==> src/rtl/fifo_data_packer.sv <==
// Packs NumBeats narrow valid/ready beats into one wide word and pushes it into a downstream FIFO.
// The accumulator keeps filling while a finished word waits on a full FIFO; only the completing beat stalls.
module fifo_data_packer #(
  parameter int unsigned InWidth  = 32,
  parameter int unsigned NumBeats = 8,
  parameter int unsigned OutWidth = InWidth * NumBeats,
  parameter int unsigned CntWidth = (NumBeats > 1) ? $clog2(NumBeats) : 1
) (
  input  logic                clk_i,
  input  logic                rst_ni,
  input  logic                clr_i,
  input  logic                flush_i,
  input  logic [InWidth-1:0]  data_i,
  input  logic                valid_i,
  output logic                ready_o,
  output logic [OutWidth-1:0] data_o,
  output logic                push_o,
  input  logic                full_i,
  output logic [CntWidth-1:0] beat_cnt_o,
  output logic                busy_o
);

  localparam logic [CntWidth-1:0] LastBeat = CntWidth'(NumBeats - 1);
  localparam int unsigned         TopLsb   = (NumBeats - 1) * InWidth;

  logic [OutWidth-1:0] acc_q, acc_d;
  logic [OutWidth-1:0] out_q, out_d;
  logic [CntWidth-1:0] cnt_q, cnt_d;
  logic                out_vld_q, out_vld_d;
  logic                flush_pend_q, flush_pend_d;

  logic last_beat, out_free, accept;

  assign last_beat = (cnt_q == LastBeat);
  assign push_o    = out_vld_q & ~full_i & ~clr_i;
  assign out_free  = ~out_vld_q | push_o;
  assign ready_o   = ~flush_pend_q & (~last_beat | out_free);
  assign accept    = valid_i & ready_o;

  assign data_o     = out_q;
  assign beat_cnt_o = cnt_q;
  assign busy_o     = (cnt_q != '0) | out_vld_q | flush_pend_q;

  always_comb begin
    acc_d        = acc_q;
    out_d        = out_q;
    cnt_d        = cnt_q;
    out_vld_d    = out_vld_q & ~push_o;
    flush_pend_d = flush_pend_q | flush_i;

    if (accept) begin
      if (last_beat) begin
        // Top slot of acc_q is always zero, so only the new beat needs merging in.
        out_d                       = acc_q;
        out_d[TopLsb +: InWidth]    = data_i;
        out_vld_d                   = 1'b1;
        cnt_d                       = '0;
        acc_d                       = '0;
      end else begin
        for (int k = 0; k < NumBeats; k++) begin
          if (cnt_q == CntWidth'(k)) acc_d[k*InWidth +: InWidth] = data_i;
        end
        cnt_d = cnt_q + CntWidth'(1);
      end
    end

    // ready_o is low while pending, so no beat can race with the flush below.
    if (flush_pend_q) begin
      if (cnt_q == '0) begin
        flush_pend_d = 1'b0;
      end else if (out_free) begin
        out_d        = acc_q;
        out_vld_d    = 1'b1;
        cnt_d        = '0;
        acc_d        = '0;
        flush_pend_d = 1'b0;
      end
    end

    if (clr_i) begin
      acc_d        = '0;
      cnt_d        = '0;
      out_vld_d    = 1'b0;
      flush_pend_d = 1'b0;
    end
  end

  always_ff @(posedge clk_i or negedge rst_ni) begin
    if (!rst_ni) begin
      acc_q        <= '0;
      out_q        <= '0;
      cnt_q        <= '0;
      out_vld_q    <= 1'b0;
      flush_pend_q <= 1'b0;
    end else begin
      acc_q        <= acc_d;
      out_q        <= out_d;
      cnt_q        <= cnt_d;
      out_vld_q    <= out_vld_d;
      flush_pend_q <= flush_pend_d;
    end
  end

endmodule

==> config.mk <==
export PLATFORM = sky130hd
export DESIGN_NAME = fifo_data_packer
export DESIGN_NICKNAME = d
export VERILOG_FILES = /design/src/rtl/fifo_data_packer.sv
export SDC_FILE = /design/constraint.sdc
export NUM_CORES = 1
export LEC_CHECK = 0
export CAP_MARGIN = 20
export CORE_UTILIZATION = 40
export DETAILED_ROUTE_END_ITERATION = 8
export SLEW_MARGIN = 20
export SYNTH_ARGS = -nofsm -noshare
export SYNTH_HDL_FRONTEND = slang
export SYNTH_SLANG_ARGS = --single-unit
==> constraint.sdc <==
create_clock -name clk_i -period 2.6 [get_ports clk_i]
set_input_delay 0.26 -clock clk_i [delete_from_list [all_inputs] [get_ports clk_i]]
set_output_delay 0.26 -clock clk_i [all_outputs]
set_load 0.02 [all_outputs]
* Word level (Yosys, flattened, before mapping) *
Index checks and enable logic that the tools add are counted.

word-level totals
  input port bits = 38
  word-level logic and storage cells = 65
  output and inout bits = 262
  bits in registers = 517

cells by class
  bitwise operators = 16
  reductions and logical operators = 2
  mux-type cells = 34
  eq/ne operators = 7
  $add $sub $neg = 1

operators with widths
  cell                   count
  $mux W256              11
  $mux W32               7
  $mux W3                6
  $eq A3 B3 Y1 const B   4
  $mux W1                10
  $eq A3 B2 Y1 const B   2
  $not A1 Y1             6
  $and A1 B1 Y1          5
  $or A1 B1 Y1           5
  $add A3 B1 Y3 const B  1
  $eq A3 B1 Y1 const B   1
  $logic_not A3 Y1       1
  $reduce_bool A3 Y1     1

* Logic depth before layout (Yosys ltp) *
Gate-level depths: netlist of run 1.

  word-level depth = 12
  gate-level depth with buffers = 10

* Least setup slack after synthesis of run 1 *
Ideal clock, no wire load.

  path type = register to register
  from = reg cnt_q[0] (netlist: beat_cnt_o[0])
  to = reg out_q[164] (netlist: data_o[164])
  data required time = 2475 ps
  path buffers = 2
  data arrival time = 2063 ps
  path slack = 412 ps
  setup time = 125 ps
  stages on the path, launching flop included = 9
  cell sequence = dfrtp_1 > inv_1 > ha_1 > nand2b_1 > nand3_1 > nand2_1 > buf_2 > buf_2 > mux2_2

between the ends
  cells in the longest elaborated chain, start to end = 9
  elaborated cells on any way between the ends = 11
  classes of those cells = 1 x eq/ne; 5 x mux; 4 x bitwise; 1 x reduce/logical

ends and longest elaborated chain
  element                 RTL line  RTL
  start, declared         28        logic [CntWidth-1:0] cnt_q, cnt_d;
  start signal, assigned  98        cnt_q <= cnt_d;
  $eq A3 B3 Y1            34        assign last_beat = (cnt_q == LastBeat);
  $not A1 Y1              37        assign ready_o = ~flush_pend_q & (~last_beat | out_free);
  $or A1 B1 Y1            37
  $and A1 B1 Y1           37
  $and A1 B1 Y1           38        assign accept = valid_i & ready_o;
  $mux W256               51        if (accept) begin
  $mux W256               71        end else if (out_free) begin
  $mux W256               69        if (cnt_q == '0) begin
  $mux W256 (*)           68        if (flush_pend_q) begin
  via out_d[164]          27        logic [OutWidth-1:0] out_q, out_d;
  end signal, assigned    97        out_q <= out_d;
  end, declared           27

The timed path passes the listed nets; every way through them passes the cells marked *.

* Worst setup path after layout of run 1 *
  from = reg cnt_q[0] (netlist: beat_cnt_o[0])
  to = out busy_o

between the ends
  cells in the longest elaborated chain, start to end = 3

ends and longest elaborated chain
  element                    RTL line  RTL
  $reduce_bool A3 Y1         42        assign busy_o = (cnt_q != '0) | out_vld_q | flush_pend_q;
  $or A1 B1 Y1 (2 in a row)  42
  end, declared              20        output logic busy_o

Every way passes these cells.

==> metrics.txt, run 1 <==
wl on met1 26500 µm; DRT Pass-1 Iters 5; Yosys warning count 0; post-synthesis xor/xnor area fraction 0.0424%; post-synth cell types 30; mux cell area share after synthesis 12.2%; RSZ-0062 raised after global routing no; initial cell density of the core 40.8%; gp weighted congestion 0.772; Clk pwr share 39.9%; Sw Share 26.5%; TritonCTS clock tree done; Max Cap Viol 0; Detailed Route Iter0 Violations 1025; highest metal used met4; Hold Path Class in2async; most frequent cells in the layout dfrtp_1 (517), nand2_1 (483), clkdlybuf4s50_1 (296); fraction of registers with async set/reset 100%; Die H 229 µm; total wire length 57900 µm; largest net degree at the start of global routing 96; Post-Syn Instances 1774; DR WL/cell 21.1 µm; Total Routing Usage GR 22.2%; placed insts 2642; pwr/cell area 747 nW/µm²; Post-synth top flop dfrtp_1; largest family of logic cells by synthesized area multiplexers; DIE AREA 52500 µm²; I/O pins 300; worst-margin pin slew 0.835 ns; Vias/cell 5.07; CP max FO 5; number of nets in the layout 2072; P_int 14.4 mW; required time of the critical path 2.34 ns; Cell Area, Placed 24400 µm²; Yosys top cell area share 62.7%; Clock Path Buffers 3; clock latency on the worst-skew pair 0.60 ns; Worst Setup Path Type reg2out; initial antenna violation count 1; Clk pin slew, worst setup/hold paths 0.06 ns; vias in the first global route 14300; area leader, netlist dfrtp_1; post-CTS setup buffers 0; Final min period 2.44 ns; clock sink total 517; Die W 229 µm; net switching power 5.18 mW; simple-gate share of the synthesized area 11.2%; dpl hpwl 37000 µm; H-tree Lvls 2; dpl ws 0.249 ns; synthesized cell area 20600 µm²; total grt overflow 0; EDFF count, synth 0; CTS Buf Count 55; status finished clean; fin crit share 94.0%; Routed Antenna Nets 0; DR vias 13900; Rel. slew slack 44.2%; Compound-Gate Fraction of Synth Area 9.78%; met3 WL 3530 µm; Gate power share 14.7%; Core Box Area 50600 µm²; Highest Clock Rate 0.409 GHz; DRC viols 0; Peak VDD IR 627 µV; fraction of layout cells with a size suffix above 1 24.5%; worst setup margin 0.156 ns; commonest non-fill, non-tap cell in the layout dfrtp_1; Hold Fails Final Rpt 0; Crit. End Element output port; IO buf count 299; Total Neg Setup Slack 0 ns; Slew Limit Fails 0; fin area 26200 µm²; sequential fraction of design power 45.4%; fraction of the mapped netlist area in adder cells 0.364%; register bit total from synthesis 517; endpoints failing setup 0; global-route wire length before repair 88700 µm; Root Buffer clkbuf_16; Avg Cell Area, Syn 11.6 µm²; Startpoint Class flop; Finished Layout Cells 2741; Clock Skews 0.0143 ns; Seq/Total Area, Yosys 62.7%; Synth area leaders dfrtp_1 (63%), mux2_2 (12%), nand2_1 (8.8%), a21oi_2 (5.9%), a21oi_1 (3.6%); routed wl met2 26700 µm; Worst EP arrival 2.18 ns; Syn Nets 1818; FP Rows 82; synth-to-layout area growth 27.0%; Pleak 11.6 nW
[critical path: stages, from the launching register on]
cell           delay, ns
dfrtp_1             0.41
inv_1               0.12
ha_1                0.23
nand2b_2            0.13
or3_1               0.33
dlygate4sd2_1       0.36
[timing repair]
action | in CTS | in global routing
pin swaps | 0 | 0
gates resized for setup | 2 | 1
hold endpoints to repair | 46 | 0
setup endpoints to repair | 2 | 1
gates cloned | 0 | 0
hold buffers | 1 | 0
[cell type report]
type	instances	area, µm²
Inverter	4	15.0
Fill cell	4443	24400
Timing Repair Buffer	347	3620
Antenna cell	1	2.50
Clock buffer	85	1670
Multi-Input combinational cell	1103	6990
Tap cell	672	841
Sequential cell	517	12900
Clock inverter	12	138
[flip-flops by register name, summed over array words and instances, names as in the netlist]
register	cells
data_o	256
flush_pend_q	1
out_vld_q	1
acc_q	256
beat_cnt_o	3
[power by group through the flow]
stage,logic [mW],clock network [mW],registers (mW)
2_1_floorplan,0.942,0,9.41
3_3_place_gp,2.87,0,9.02
3_5_place_dp,2.90,0,9.02
4_1_cts,2.91,8.01,8.90
5_1_grt,3.08,8.32,8.94
6_report,2.88,7.82,8.89
[through the flow]
step                      utilization, %  total power [mW]  hold slack [ns]
final                               51.8              19.6            0.199
after global routing                51.8              20.3            0.212
after CTS                           51.8              19.8            0.183
after detailed placement            48.2              11.9            0.217
after global placement              48.2              11.9            0.219
after floorplan                        -              10.4          -0.0356
[logic make-up after synthesis]
| group | after synthesis |
|---|---|
| compound gates | 295 |
| xor+xnor | 1 |
| fa+ha+maj | 6 |
| buf+inv | 154 |
| flops | 517 |
| mux | 224 |
| simple gates | 577 |
[synthesized netlist by cell type, drive strengths merged, types with 2 or more instances]
library cell and n:
a21oi 289, and2 32, and3 4, and4 5, buf 52, clkbuf 98
dfrtp 517, ha 6, inv 4, mux2 224, nand2 484, nand3 4
nand4 6, nor2 34, nor2b 2, nor3b 2, or3 2
[routing by layer]
metal / vias to the layer above / GRT usage, %
met5: - / 0
met4: 0 / 5.42
met3: 75 / 5.24
met2: 380 / 34.5
met1: 7079 / 31.2
li1: 6362 / -
[final timing paths]
check	startpoint	end	slack [ns]	depth (start not counted)
setup / recovery	beat_cnt_o[0]	busy_o	0.16	5
hold / removal	rst_ni	data_o[126]	0.20	2
setup reg to reg	beat_cnt_o[0]	acc_q[69]	0.36	7
hold reg to reg	acc_q[232]	acc_q[232]	0.49	1
max in group asynchronous	rst_ni	data_o[169]	1.39	4
min in group clk_i	flush_i	flush_pend_q	0.36	4
No activity file was read; power rests on OpenSTA's default activity.
==> run 2: changes to the inputs <==
--- a/config.mk
+++ b/config.mk
@@ -6,6 +6,7 @@
 export NUM_CORES = 1
 export LEC_CHECK = 0
 export CAP_MARGIN = 20
+export CORE_MARGIN = 8
 export CORE_UTILIZATION = 40
 export DETAILED_ROUTE_END_ITERATION = 8
 export SLEW_MARGIN = 20
==> metrics.txt, run 2 (same netlist as run 1, synthesis figures left out) <==
status finished clean; largest net degree at the start of global routing 100; Hold Path Class in2async; Slew Limit Fails 0; slowest cell on the critical path dfrtp_1; Core Box Area 51200 µm²; TritonCTS clock tree done; Worst Setup Path Type reg2out; clock latency on the worst-skew pair 0.60 ns; Root Buffer clkbuf_16; gp weighted congestion 0.785; critical path launch point beat_cnt_o[0]; Die W 243 µm; I/O pins 300; Detailed Route Iter0 Violations 918; post-CTS setup buffers 0; Clock Path Buffers 3; initial cell density of the core 40.3%; Crit. End Element output port; DRC viols 0; DIE AREA 59100 µm²; most frequent cells in the layout dfrtp_1 (517), nand2_1 (483), clkdlybuf4s50_1 (296); wl on met1 26800 µm; dpl hpwl 40400 µm; Clock Skews 0.0193 ns; Vias/cell 5.16; capturing point of the worst reg2reg path acc_q[72]; IO buf count 299; fin crit share 94.1%; Total Neg Setup Slack 0 ns; P_int 14.4 mW; RSZ-0062 raised after global routing no; commonest non-fill, non-tap cell in the layout dfrtp_1; critical path depth 5; sequential fraction of design power 45.5%; DR vias 14300; total grt overflow 0; CTS Buf Count 54; Crit path max-delay family buffers and inverters; Power, Total 19.6 mW; H-tree Lvls 2; global-route wire length before repair 93400 µm; Sw Share 26.6%; Die H 243 µm; DR WL/cell 21.9 µm; DRT Pass-1 Iters 5; vias in the first global route 15000; Worst EP arrival 2.19 ns; critical path's largest stage delay 0.42 ns; Pleak 11.8 nW; number of nets in the layout 2093; worst-margin pin slew 0.820 ns; CP Capture Point busy_o; fraction of layout cells with a size suffix above 1 25.4%; required time of the critical path 2.34 ns; Peak VDD IR 509 µV; endpoints failing setup 0; Startpoint Class flop; routed wl met2 28500 µm; total wire length 60700 µm; met3 WL 3570 µm; Clk pin slew, worst setup/hold paths 0.06 ns; net switching power 5.22 mW; Total Routing Usage GR 20.2%; Hold Fails Final Rpt 0; FF-to-FF path depth 6; Gate power share 15.0%; Clk pwr share 39.6%; FP Rows 83; Routed Antenna Nets 0; Rel. slew slack 45.2%; synth-to-layout area growth 28.2%; Highest Clock Rate 0.409 GHz; pwr/cell area 741 nW/µm²; Buf+Inv Stages, Crit Path 2; initial antenna violation count 1; Final min period 2.45 ns; Finished Core Util 51.7%; highest metal used met5; Max Cap Viol 0; CP max FO 5; n_diodes 0; CP Cell Sequence inv_1 > ha_2 > nand2b_2 > or3_1 > dlygate4sd2_1; clock sink total 517; FF-to-FF setup slack 0.37 ns; worst r2r src beat_cnt_o[0]
run 2: cell count changes in the layout (fill, tap and decap cells not counted), moves of 2 or more:
cell       previous run  this run
and3_1                2         4
and3_2                2         0
buf_12               21        28
buf_4                26        41
clkbuf_1             14        12
clkbuf_16            57        55
clkbuf_8             14        19
run 2: layout make-up:
class / instances / area (µm²)
Fill cell: 4461 / 24700
Sequential cell: 517 / 12900
Multi-Input combinational cell: 1103 / 6990
Timing Repair Buffer: 369 / 3870
Clock buffer: 86 / 1680
Tap cell: 680 / 851
Clock inverter: 14 / 129
Inverter: 4 / 15.0
run 2: worst min-delay path by stage:
stage	from	cells after the start	to
global route	rst_ni	2	data_o[126]
global placement	rst_ni	1	data_o[126]
floorplan	rst_ni	0	acc_q[0]
detailed placement	rst_ni	1	data_o[126]
CTS	rst_ni	2	data_o[126]
finish	rst_ni	2	data_o[126]
run 2: what timing repair did:
| item | 4_1_cts | 5_1_grt |
|---|---|---|
| hold buffers | 1 | 0 |
| hold endpoints to repair | 52 | 0 |
| setup endpoints to repair | 2 | 1 |
| resized for setup | 2 | 2 |
run 2: routing by layer:
metal  track usage [%]  vias up
li1                  -     6415
met1              27.3     7376
met2              31.9      416
met3              4.61      101
met4              6.63        2
met5                 0        -
run 2: worst reg2reg max path: stages (launching register included):
cell	delay, ns
dfrtp_1	0.42
ha_1	0.24
ha_1	0.25
and3_1	0.19
or3_4	0.57
buf_12	0.31
a21oi_1	0.17
run 2: stage by stage:
stage	instances	hold slack, ns	area (µm²)	worst slack, ns
floorplan	1774	-0.0356	20600	0.412
global placement	2672	0.244	24700	0.335
detailed placement	2672	0.243	24700	0.269
CTS	2773	0.209	26500	0.00790
global route	2773	0.252	26500	0.0378
finish	2773	0.215	26500	0.153
run 2: power by group through the flow:
stage / Clock (mW) / Combinational (mW) / Sequential (mW)
detailed placement: 0 / 2.95 / 9.05
finish: 7.76 / 2.93 / 8.92
global route: 8.24 / 3.14 / 8.97
global placement: 0 / 2.92 / 9.06
floorplan: 0 / 0.942 / 9.41
CTS: 7.94 / 2.97 / 8.92
==> run 3: changes to the inputs <==
--- a/config.mk
+++ b/config.mk
@@ -6,6 +6,7 @@
 export NUM_CORES = 1
 export LEC_CHECK = 0
 export CAP_MARGIN = 20
+export CORE_ASPECT_RATIO = 1.4
 export CORE_MARGIN = 8
 export CORE_UTILIZATION = 40
 export DETAILED_ROUTE_END_ITERATION = 8
==> metrics.txt, run 3 (same netlist as run 1, synthesis figures left out) <==
Crit. End Element output port; DR WL/cell 22.8 µm; CP Cell Sequence ha_1 > ha_1 > o211a_1 > nor2_1 > dlygate4sd2_1; RSZ-0062 raised after global routing no; worst-margin pin slew 0.862 ns; worst setup margin 0.157 ns; Highest Clock Rate 0.409 GHz; dpl ws 0.238 ns; I/O pins 300; Sw Share 26.7%; critical path's largest stage delay 0.45 ns; most frequent cells in the layout dfrtp_1 (517), nand2_1 (483), clkdlybuf4s50_1 (296); DRT Pass-1 Iters 5; Worst Hold Margin 0.265 ns; Finished Core Util 51.2%; Hold Fails Final Rpt 0; Clk pwr share 38.3%; Finished Layout Cells 2716; post-CTS setup buffers 0; Gate power share 15.5%; Total Neg Setup Slack 0 ns; pwr/cell area 734 nW/µm²; Routed Antenna Nets 0; Clk pin slew, worst setup/hold paths 0.06 ns; dpl hpwl 41500 µm; required time of the critical path 2.34 ns; net switching power 5.13 mW; CTS Buf Count 51; H-tree Lvls 2; Detailed Route Iter0 Violations 738; clock sink total 517; clock latency on the worst-skew pair 0.57 ns; Worst EP arrival 2.18 ns; Hold Path Class in2async; DR vias 14000; Final min period 2.44 ns; Top cell by count, worst path ha_1; number of nets in the layout 2076; fraction of layout cells with a size suffix above 1 24.6%; initial antenna violation count 0; fin crit share 94.0%; status finished clean; sequential fraction of design power 46.2%; DRC viols 0; Pleak 11.6 nW; vias in the first global route 15000; Max Cap Viol 0; total wire length 62000 µm; Rel. slew slack 42.4%; fin area 26100 µm²; gp weighted congestion 0.771; global-route wire length before repair 95400 µm; placed insts 2628; endpoints failing setup 0; Clock Path Buffers 3; FP Rows 98; n_diodes 0; initial cell density of the core 40.5%; Root Buffer clkbuf_16; Peak VDD IR 420 µV; Core Box Area 51000 µm²; synth-to-layout area growth 26.6%; Vias/cell 5.16; Die H 285 µm; total grt overflow 0; Cell Area, Placed 24500 µm²; Power, Total 19.2 mW; Startpoint Class flop; P_int 14.1 mW; largest net degree at the start of global routing 70; CP max FO 5; slowest cell on the critical path dfrtp_1; commonest non-fill, non-tap cell in the layout dfrtp_1; Clock Skews 0.0166 ns; TritonCTS clock tree done; Worst Setup Path Type reg2out; Total Routing Usage GR 20.7%; Die W 208 µm; DIE AREA 59200 µm²; Slew Limit Fails 0; IO buf count 299
## run 3: worst max-delay path: cells and delay by family (launching register included)
family / cells / cell delay (ns)
buf+inv: 1 / 0.36
compound gates: 1 / 0.16
flops: 1 / 0.45
fa+ha+maj: 2 / 0.51
simple gates: 1 / 0.14
## run 3: power by group through the flow
stage	Sequential, mW	Combinational (mW)	Clock, mW
2_1_floorplan	9.41	0.942	0
3_3_place_gp	9.01	2.99	0
3_5_place_dp	9.01	3.02	0
4_1_cts	8.87	3.03	7.53
5_1_grt	8.92	3.17	7.84
6_report	8.86	2.97	7.35
## run 3: final cells by class
| cell class | count | area (µm²) |
|---|---|---|
| inverters | 4 | 15.0 |
| well taps | 650 | 813 |
| multi-input cells | 1103 | 6990 |
| clock buffers | 73 | 1510 |
| flip-flops and latches | 517 | 12900 |
| repair buffers | 355 | 3720 |
| clock inverters | 14 | 150 |
| fillers | 4536 | 24900 |
## run 3: final timing paths
kind                                from            to  slack, ns  cells past startpoint
setup reg to reg           beat_cnt_o[1]      acc_q[2]       0.28                      6
max in group asynchronous         rst_ni   data_o[104]       1.43                      3
min in group clk_i               flush_i  flush_pend_q       0.38                      4
hold / removal                    rst_ni   data_o[123]       0.26                      2
setup / recovery           beat_cnt_o[1]       ready_o       0.16                      5
hold reg to reg               acc_q[239]    acc_q[239]       0.49                      1
## run 3: timing repair
action / CTS / global route
setup endpoints to repair: 2 / 1
endpoints found under the hold margin: 53 / 0
cloned: 0 / 0
hold buffers: 1 / 0
gates resized for setup: 2 / 2
## run 3: metal layers
layer / GRT usage, % / wire length, µm
met5: 0 / 0
met4: 8.55 / 2520
met3: 3.83 / 2940
met2: 35.4 / 30800
met1: 25.5 / 25800
==> RTL change, RTL diff (settings of run 3) <==
Change the parameter `InWidth` from 32 to 64.
--- a/src/rtl/fifo_data_packer.sv
+++ b/src/rtl/fifo_data_packer.sv
@@ -2,5 +2,5 @@
 // The accumulator keeps filling while a finished word waits on a full FIFO; only the completing beat stalls.
 module fifo_data_packer #(
-  parameter int unsigned InWidth  = 32,
+  parameter int unsigned InWidth  = 64,
   parameter int unsigned NumBeats = 8,
   parameter int unsigned OutWidth = InWidth * NumBeats,
Interface: changed (resized data_i and data_o); port bits go from 300 to 588. The function was not compared with the original's and may differ.
==> RTL change against run 3 <==
Sequential power grew 100%. Count of clock-buffer cells in the layout grew 76. Hold slack lost 0.066 ns. Sequential share of layout area shrank 0.46 points. Total power grew 100%. First-iteration DRC count grew 150%. Via count grew 98%. Synthesized cell count grew 96%. Worst setup slack lost 0.0076 ns. Cell area grew 100%. Area after synthesis grew 100%. Sequential cell count grew 512. Cell count grew 100%. Wire length grew 110%. Critical endpoint unchanged. Highest routed layer is now met5.
==> RTL change: results <==
export IMPL_track_usage_pct=22.75
export IMPL_yosys_top_cells_area="dfrtp_1 (62%), mux2_2 (9.6%), nand2_1 (8.7%), a21oi_2 (8.4%), mux2_1 (2.6%)"
export IMPL_r2r_start="beat_cnt_o[0]"
export IMPL_regToRegEndpoint="acc_q[73]"
export IMPL_synthAdderAreaFrac_pct=0.1810
export IMPL_port_buffers=587
export IMPL_vias=27710
export IMPL_skew_ns=0.02845
export IMPL_nNetsFinal=4079
export IMPL_final_fill_count=9137
export IMPL_grt_pass1_wl_um=197000
export IMPL_placedCellCount=5246
export IMPL_seq_power_share_pct=45.3
export IMPL_clk_insertion_delay_late_ns=0.69
export IMPL_pwr_share_clk_pct=38.8
export IMPL_leakagePower_nw=23.17
export IMPL_htreeDepth=3
export IMPL_grt_max_degree=82
export IMPL_yosysSeqAreaShare_pct=62.09
export IMPL_status="complete, no violations"
export IMPL_worstMarginPinSlew_ns=0.9217
export IMPL_grt_antenna_before_repair=3
export IMPL_synth_common_cells="dfrtp_1 (1029), nand2_1 (962), a21oi_2 (400)"
export IMPL_wl_per_cell_um=24.18
export IMPL_drt_iter0_drc=1813
export IMPL_syn_nets=3561
## RTL change: cell count changes after synthesis, sizes merged, moves of 33 or more
cell          run 3  this run
mux2            224       448
a21oi           289       578
dfrtp           517      1029
buf              52       174
nor2             34        68
and2             32        65
nand2           484       962
## RTL change: metrics by stage
| step | hold slack [ns] | total power [mW] | utilization (%) | worst slack, ns |
|---|---|---|---|---|
| 2_1_floorplan | -0.03559 | 20.68 | - | 0.4863 |
| 3_3_place_gp | 0.3451 | 24.17 | 47.49 | 0.2063 |
| 3_5_place_dp | 0.3559 | 24.22 | 47.49 | 0.1880 |
| 4_1_cts | 0.1813 | 39.46 | 50.81 | 0.08953 |
| 5_1_grt | 0.2268 | 40.52 | 50.81 | 0.02987 |
| 6_report | 0.1984 | 38.99 | 50.81 | 0.1496 |
## RTL change: worst max-delay path: cells and delay by family (launching register included)
kind	cells	cell delay, ns
AND/OR/NAND/NOR	1	0.10
AO/OA/AOI/OAI	1	0.17
buffers and inverters	1	0.26
adder cells (fa/ha/maj)	2	0.53
flip-flops	1	0.44
## RTL change: what timing repair did
item                                    4_1_cts  5_1_grt
buffers inserted                              0        0
endpoints found under the setup margin        2        0
resized for setup                            11        0
hold endpoints to repair                     29        0
hold buffers                                  1        0
## RTL change: per-layer routing
layer | up-vias | part of all wire (%) | global-route usage (%)
met2 | 759 | 48 | 37.67
met1 | 14280 | 42 | 29.46
met4 | 2 | 3.5 | 8.369
met5 | - | 0.0099 | 0
li1 | 12492 | - | -
met3 | 177 | 5.7 | 4.598
## RTL change: area by class of cell
type                    count  share of cell area, %
clock buffers             149                  5.759
clock inverters            34                 0.7720
inverters                   4                0.02859
multi-input cells        2159                  26.85
flip-flops and latches   1029                  49.03
well taps                1349                  3.214
repair buffers            706                  14.34
